**src/rtl/instr_fetch_pkg.sv**
```systemverilog
// Shared constants and the fetch-buffer entry type for the instruction prefetch path.
package instr_fetch_pkg;
    localparam int ADDR_W = 10;
    localparam int WORD_W = 32;
    localparam logic [ADDR_W-1:0] RESET_PC = '0;

    typedef struct packed {
        logic [ADDR_W-1:0] pc;
        logic [WORD_W-1:0] instr;
    } fetch_entry_t;
endpackage

```
**src/rtl/fetch_fifo.sv**
```systemverilog
// Synchronous FIFO of fetched {pc, instr} entries; flush clears it in one cycle.
module fetch_fifo
    import instr_fetch_pkg::*;
#(
    parameter int DEPTH = 4,
    localparam int PTR_W = $clog2(DEPTH),
    localparam int CNT_W = $clog2(DEPTH + 1)
) (
    input  logic             clk,
    input  logic             reset,
    input  logic             push,
    input  logic             pop,
    input  logic             flush,
    input  fetch_entry_t     din,
    output logic             full,
    output logic             empty,
    output logic [CNT_W-1:0] count,
    output fetch_entry_t     head
);
    fetch_entry_t     mem [DEPTH];
    logic [PTR_W-1:0] rd_ptr;
    logic [PTR_W-1:0] wr_ptr;
    logic             do_pop;

    assign empty  = (count == '0);
    assign full   = (count == CNT_W'(DEPTH));
    assign do_pop = pop & ~empty;
    assign head   = mem[rd_ptr];

    // Pointers wrap naturally because DEPTH is a power of two.
    always_ff @(posedge clk) begin
        if (reset || flush) begin
            rd_ptr <= '0;
            wr_ptr <= '0;
            count  <= '0;
        end else begin
            if (push)   wr_ptr <= wr_ptr + 1'b1;
            if (do_pop) rd_ptr <= rd_ptr + 1'b1;
            count <= count + CNT_W'(push) - CNT_W'(do_pop);
        end
    end

    always_ff @(posedge clk) begin
        if (!reset && !flush && push) mem[wr_ptr] <= din;
    end
endmodule

```
**src/rtl/instr_prefetch_unit.sv**
```systemverilog
// Sequential instruction prefetch in front of a 1-cycle-latency ROM, with redirect flush.
module instr_prefetch_unit
    import instr_fetch_pkg::*;
#(
    parameter int FIFO_DEPTH = 4
) (
    input  logic              clk,
    input  logic              reset,
    output logic [ADDR_W-1:0] rom_address,
    output logic              rom_chipselect,
    output logic              rom_clken,
    input  logic [WORD_W-1:0] rom_readdata,
    input  logic              redirect_valid,
    input  logic [ADDR_W-1:0] redirect_pc,
    output logic              instr_valid,
    output logic [WORD_W-1:0] instr_data,
    output logic [ADDR_W-1:0] instr_pc,
    input  logic              instr_ready
);
    localparam int CNT_W = $clog2(FIFO_DEPTH + 1);
    localparam int OCC_W = CNT_W + 1;

    logic [ADDR_W-1:0] fetch_pc;
    logic [ADDR_W-1:0] inflight_pc;
    logic              inflight;
    logic [CNT_W-1:0]  count;
    logic [OCC_W-1:0]  occupancy;
    logic              full;
    logic              empty;
    logic              pop;
    logic              push;
    logic              issue;
    fetch_entry_t      head;
    fetch_entry_t      ret_entry;

    assign instr_valid = ~empty;
    assign pop         = instr_valid & instr_ready & ~redirect_valid;
    assign push        = inflight & ~redirect_valid;

    // A read is only launched if its return is guaranteed a slot next cycle.
    assign occupancy = OCC_W'(count) - OCC_W'(pop) + OCC_W'(inflight);
    assign issue     = ~reset & ~redirect_valid & (occupancy < OCC_W'(FIFO_DEPTH));

    assign rom_address    = fetch_pc;
    assign rom_chipselect = issue;
    assign rom_clken      = 1'b1;

    assign ret_entry = '{pc: inflight_pc, instr: rom_readdata};

    // Stale storage is masked so an empty buffer presents zeros.
    assign instr_data = empty ? '0 : head.instr;
    assign instr_pc   = empty ? '0 : head.pc;

    always_ff @(posedge clk) begin
        if (reset) begin
            fetch_pc    <= RESET_PC;
            inflight    <= 1'b0;
            inflight_pc <= '0;
        end else if (redirect_valid) begin
            fetch_pc <= redirect_pc;
            inflight <= 1'b0;
        end else begin
            inflight <= issue;
            if (issue) begin
                inflight_pc <= fetch_pc;
                fetch_pc    <= fetch_pc + 1'b1;
            end
        end
    end

    fetch_fifo #(.DEPTH(FIFO_DEPTH)) u_fifo (
        .clk   (clk),
        .reset (reset),
        .push  (push),
        .pop   (pop),
        .flush (redirect_valid),
        .din   (ret_entry),
        .full  (full),
        .empty (empty),
        .count (count),
        .head  (head)
    );

    always_ff @(posedge clk) begin
        if (!reset) assert (!(push && full && !pop));
    end
endmodule
```
**config.mk**
```make
export PLATFORM = sky130hd
export DESIGN_NAME = instr_prefetch_unit
export DESIGN_NICKNAME = d
export VERILOG_FILES = /design/src/rtl/instr_fetch_pkg.sv /design/src/rtl/fetch_fifo.sv /design/src/rtl/instr_prefetch_unit.sv
export SDC_FILE = /design/constraint.sdc
export NUM_CORES = 1
export LEC_CHECK = 0
export CAP_MARGIN = 20
export CORE_MARGIN = 4
export CORE_UTILIZATION = 45
export DETAILED_ROUTE_END_ITERATION = 8
export PLACE_DENSITY = 0.67
export SETUP_SLACK_MARGIN = 0.02
export SLEW_MARGIN = 5
export SYNTH_ARGS = -nofsm -noshare
export SYNTH_HDL_FRONTEND = slang
export SYNTH_HIERARCHICAL = 1
export SYNTH_SLANG_ARGS = --single-unit
```
**constraint.sdc**
```tcl
create_clock -name clk -period 5.4 [get_ports clk]
set_clock_uncertainty 0.05 [all_clocks]
set_input_delay 1.35 -clock clk [delete_from_list [all_inputs] [get_ports clk]]
set_output_delay 1.35 -clock clk [all_outputs]
set_load 0.005 [all_outputs]
```
==> impl_metrics.yaml, run 1 <==
finish:
  area_growth_pct: 21.9
  num-fill-cells: 1362
  antenna_cells: 0
  fin_nets: 597
  drive_above_1_share: 0.178
  finalNonFillerCells: 777
clock_network:
  ctsHtreeMaxLevel: 4
  cts_tree: "built"
  cts_made_buffers: 17
  ctsResizeCount: 0
  cts_buffer_depth: 2
  root_buffer: "clkbuf_16"
  postCtsSetupRepairBufs: 0
  clkTransAtPathRegs_ns: 0.07
  cts_hold_buf: 0
  worstSkewPairLatency_ns: 0.42
  clock-sinks: 198
timing:
  max_freq_mhz: 195
  fin_tns_setup_ns: 0
  slew_viol_final: 0
  fin_hold_ws_ns: 0.462
  finalHoldViolations: 0
  tightest_slew_ns: 0.933
  setup-violations-final: 0
  rsz0062_at_grt: "false"
  fin_crit_ns: 5.12
  fin_crit_sh: 0.948
  slew_headroom: 0.378
die:
  die_x_um: 141
  ios: 101
  dieArea_um2: 19900
  coreArea_um2: 17400
  die_h_um: 141
  rows: 48
  start_util: 0.459
detailed_routing:
  first_pass_iters: 4
  ant_nets: 0
  drc: 0
  drt_iter0_markers: 177
  wl_um: 14800
  vias_per_cell: 5.36
  wire_per_inst_um: 19.0
  num_vias: 4163
flow_run:
  max_cap_viol_count: 0
setup_path:
  path_class: "primary input to primary output"
  worst_setup_path_start_kind: "primary input"
  cp-end-kind: "primary output"
  path_max_fanout: 6
  crit_required_ns: 4.00
  arrival_ns: 3.72
placement:
  dpl.cell_count: 746
  port_buffers: 99
  gp_congestion: 0.880
  place_hpwl_um: 9110
power_and_ir_drop:
  vdd_drop_max_uv: 230
  pwr-share-clk: 0.390
  seqPwrFrac: 0.572
  p_leak_nw: 3.17
  swShare: 0.197
  power_switching_uw: 578
  p_comb_frac: 0.039
  p_per_area_nw_per_um2: 303
  internal-power_mw: 2.36
yosys:
  synth_warnings: 6
  syn-num-nets: 488
  syn_avg_cell_area_um2: 18.5
  post_synth_inst_count: 431
  synth_area_um2: 7970
global_routing:
  overflow: 0
  grt_max_degree: 43
  grt_pass1_vias: 4357
  grt_antenna_before_repair: 0
  track_usage: 0.155
  grt_pass1_wl_um: 23500
outcome:
  status: "complete, no violations"
hold_path:
  hold_path_class: "register to register"
==> state kept, by name, indices dropped and copies added (netlist names), named ones only <==
signal,cells
inflight_pc,10
u_fifo/count,3
rom_address,10
u_fifo/rd_ptr,2
u_fifo/wr_ptr,2
u_fifo/mem,168
inflight,1
==> layout make-up <==
type                    count  area, um^2  area share
repair buffers            111        1080       0.111
clock buffers              19         433      0.0445
inverters                  14        52.6     0.00541
multi-input cells         198        2120       0.218
clock inverters            12         104      0.0107
flip-flops and latches    198        5650       0.581
well taps                 225         282      0.0290
==> worst max-delay path, cell delays in order <==
cell,delay (ns)
clkdlybuf4s50_1,0.42
inv_1,0.07
and3_1,0.20
ha_1,0.16
inv_1,0.04
ha_1,0.26
and3b_4,0.21
o211a_1,0.28
o21ai_1,0.21
inv_1,0.07
clkdlybuf4s50_1,0.44
==> cell usage in the layout, fill, tap and decap left out, types with 3 or more instances in the layout <==
cell / instances
nor2_1: 20
edfxtp_1: 168
mux2_2: 3
ha_1: 10
clkdlybuf4s50_1: 99
a211oi_1: 4
nor3_1: 7
mux4_2: 40
buf_4: 12
nor2b_1: 43
xnor2_1: 7
clkinv_2: 4
nand2_1: 4
dfxtp_1: 28
and3_2: 4
inv_6: 3
inv_1: 14
clkbuf_16: 17
a21oi_1: 4
mux2i_1: 11
o21ai_0: 3
==> stage by stage <==
stage           util  power, mW  setup WS [ns]  cell area [um^2]
2_1_floorplan      -       1.75          0.503              7970
3_3_place_gp   0.529       1.82          0.336              9180
3_5_place_dp   0.529       1.83          0.298              9180
4_1_cts        0.560       2.97          0.284              9720
5_1_grt        0.560       3.05          0.153              9720
6_report       0.560       2.94          0.283              9720
==> worst paths after layout <==
| check | from | to | slack, ns | cells past startpoint |
|---|---|---|---|---|
| max | redirect_valid | rom_chipselect | 0.28 | 11 |
| min | inflight_pc[1] | u_fifo/mem[2][33] | 0.46 | 0 |
| max reg2reg | u_fifo/count[1] | rom_address[3] | 2.53 | 12 |
| min reg2reg | inflight_pc[1] | u_fifo/mem[2][33] | 0.46 | 0 |
==> layer usage <==
layer	wire (um)	share of wire	track usage	vias to the layer above
met2	7310	0.49	0.251	110
li1	-	-	-	1902
met3	640	0.043	0.0370	14
met5	0	0	0	-
met1	6680	0.45	0.208	2137
met4	162	0.011	0.0525	0
==> power by group through the flow <==
stage	clock, mW	sequential (mW)	combinational [mW]
2_1_floorplan	0	1.71	0.0391
3_3_place_gp	0	1.71	0.111
3_5_place_dp	0	1.71	0.114
4_1_cts	1.18	1.68	0.115
5_1_grt	1.24	1.68	0.125
6_report	1.15	1.68	0.113
Power figures use the tool's default switching activity.
==> run 2: changes to the inputs <==
GPL_ROUTABILITY_DRIVEN = 0   (was not set)
SKIP_CTS_REPAIR_TIMING = 1   (was not set)
==> results of run 2 <==
No change in the layout: final DEF, timing and power equal those of run 1.
==> run 3: changes to the inputs <==
SLEW_MARGIN = 20   (was 5)
==> results of run 3 <==
No change in the layout: final DEF, timing and power equal those of run 1.
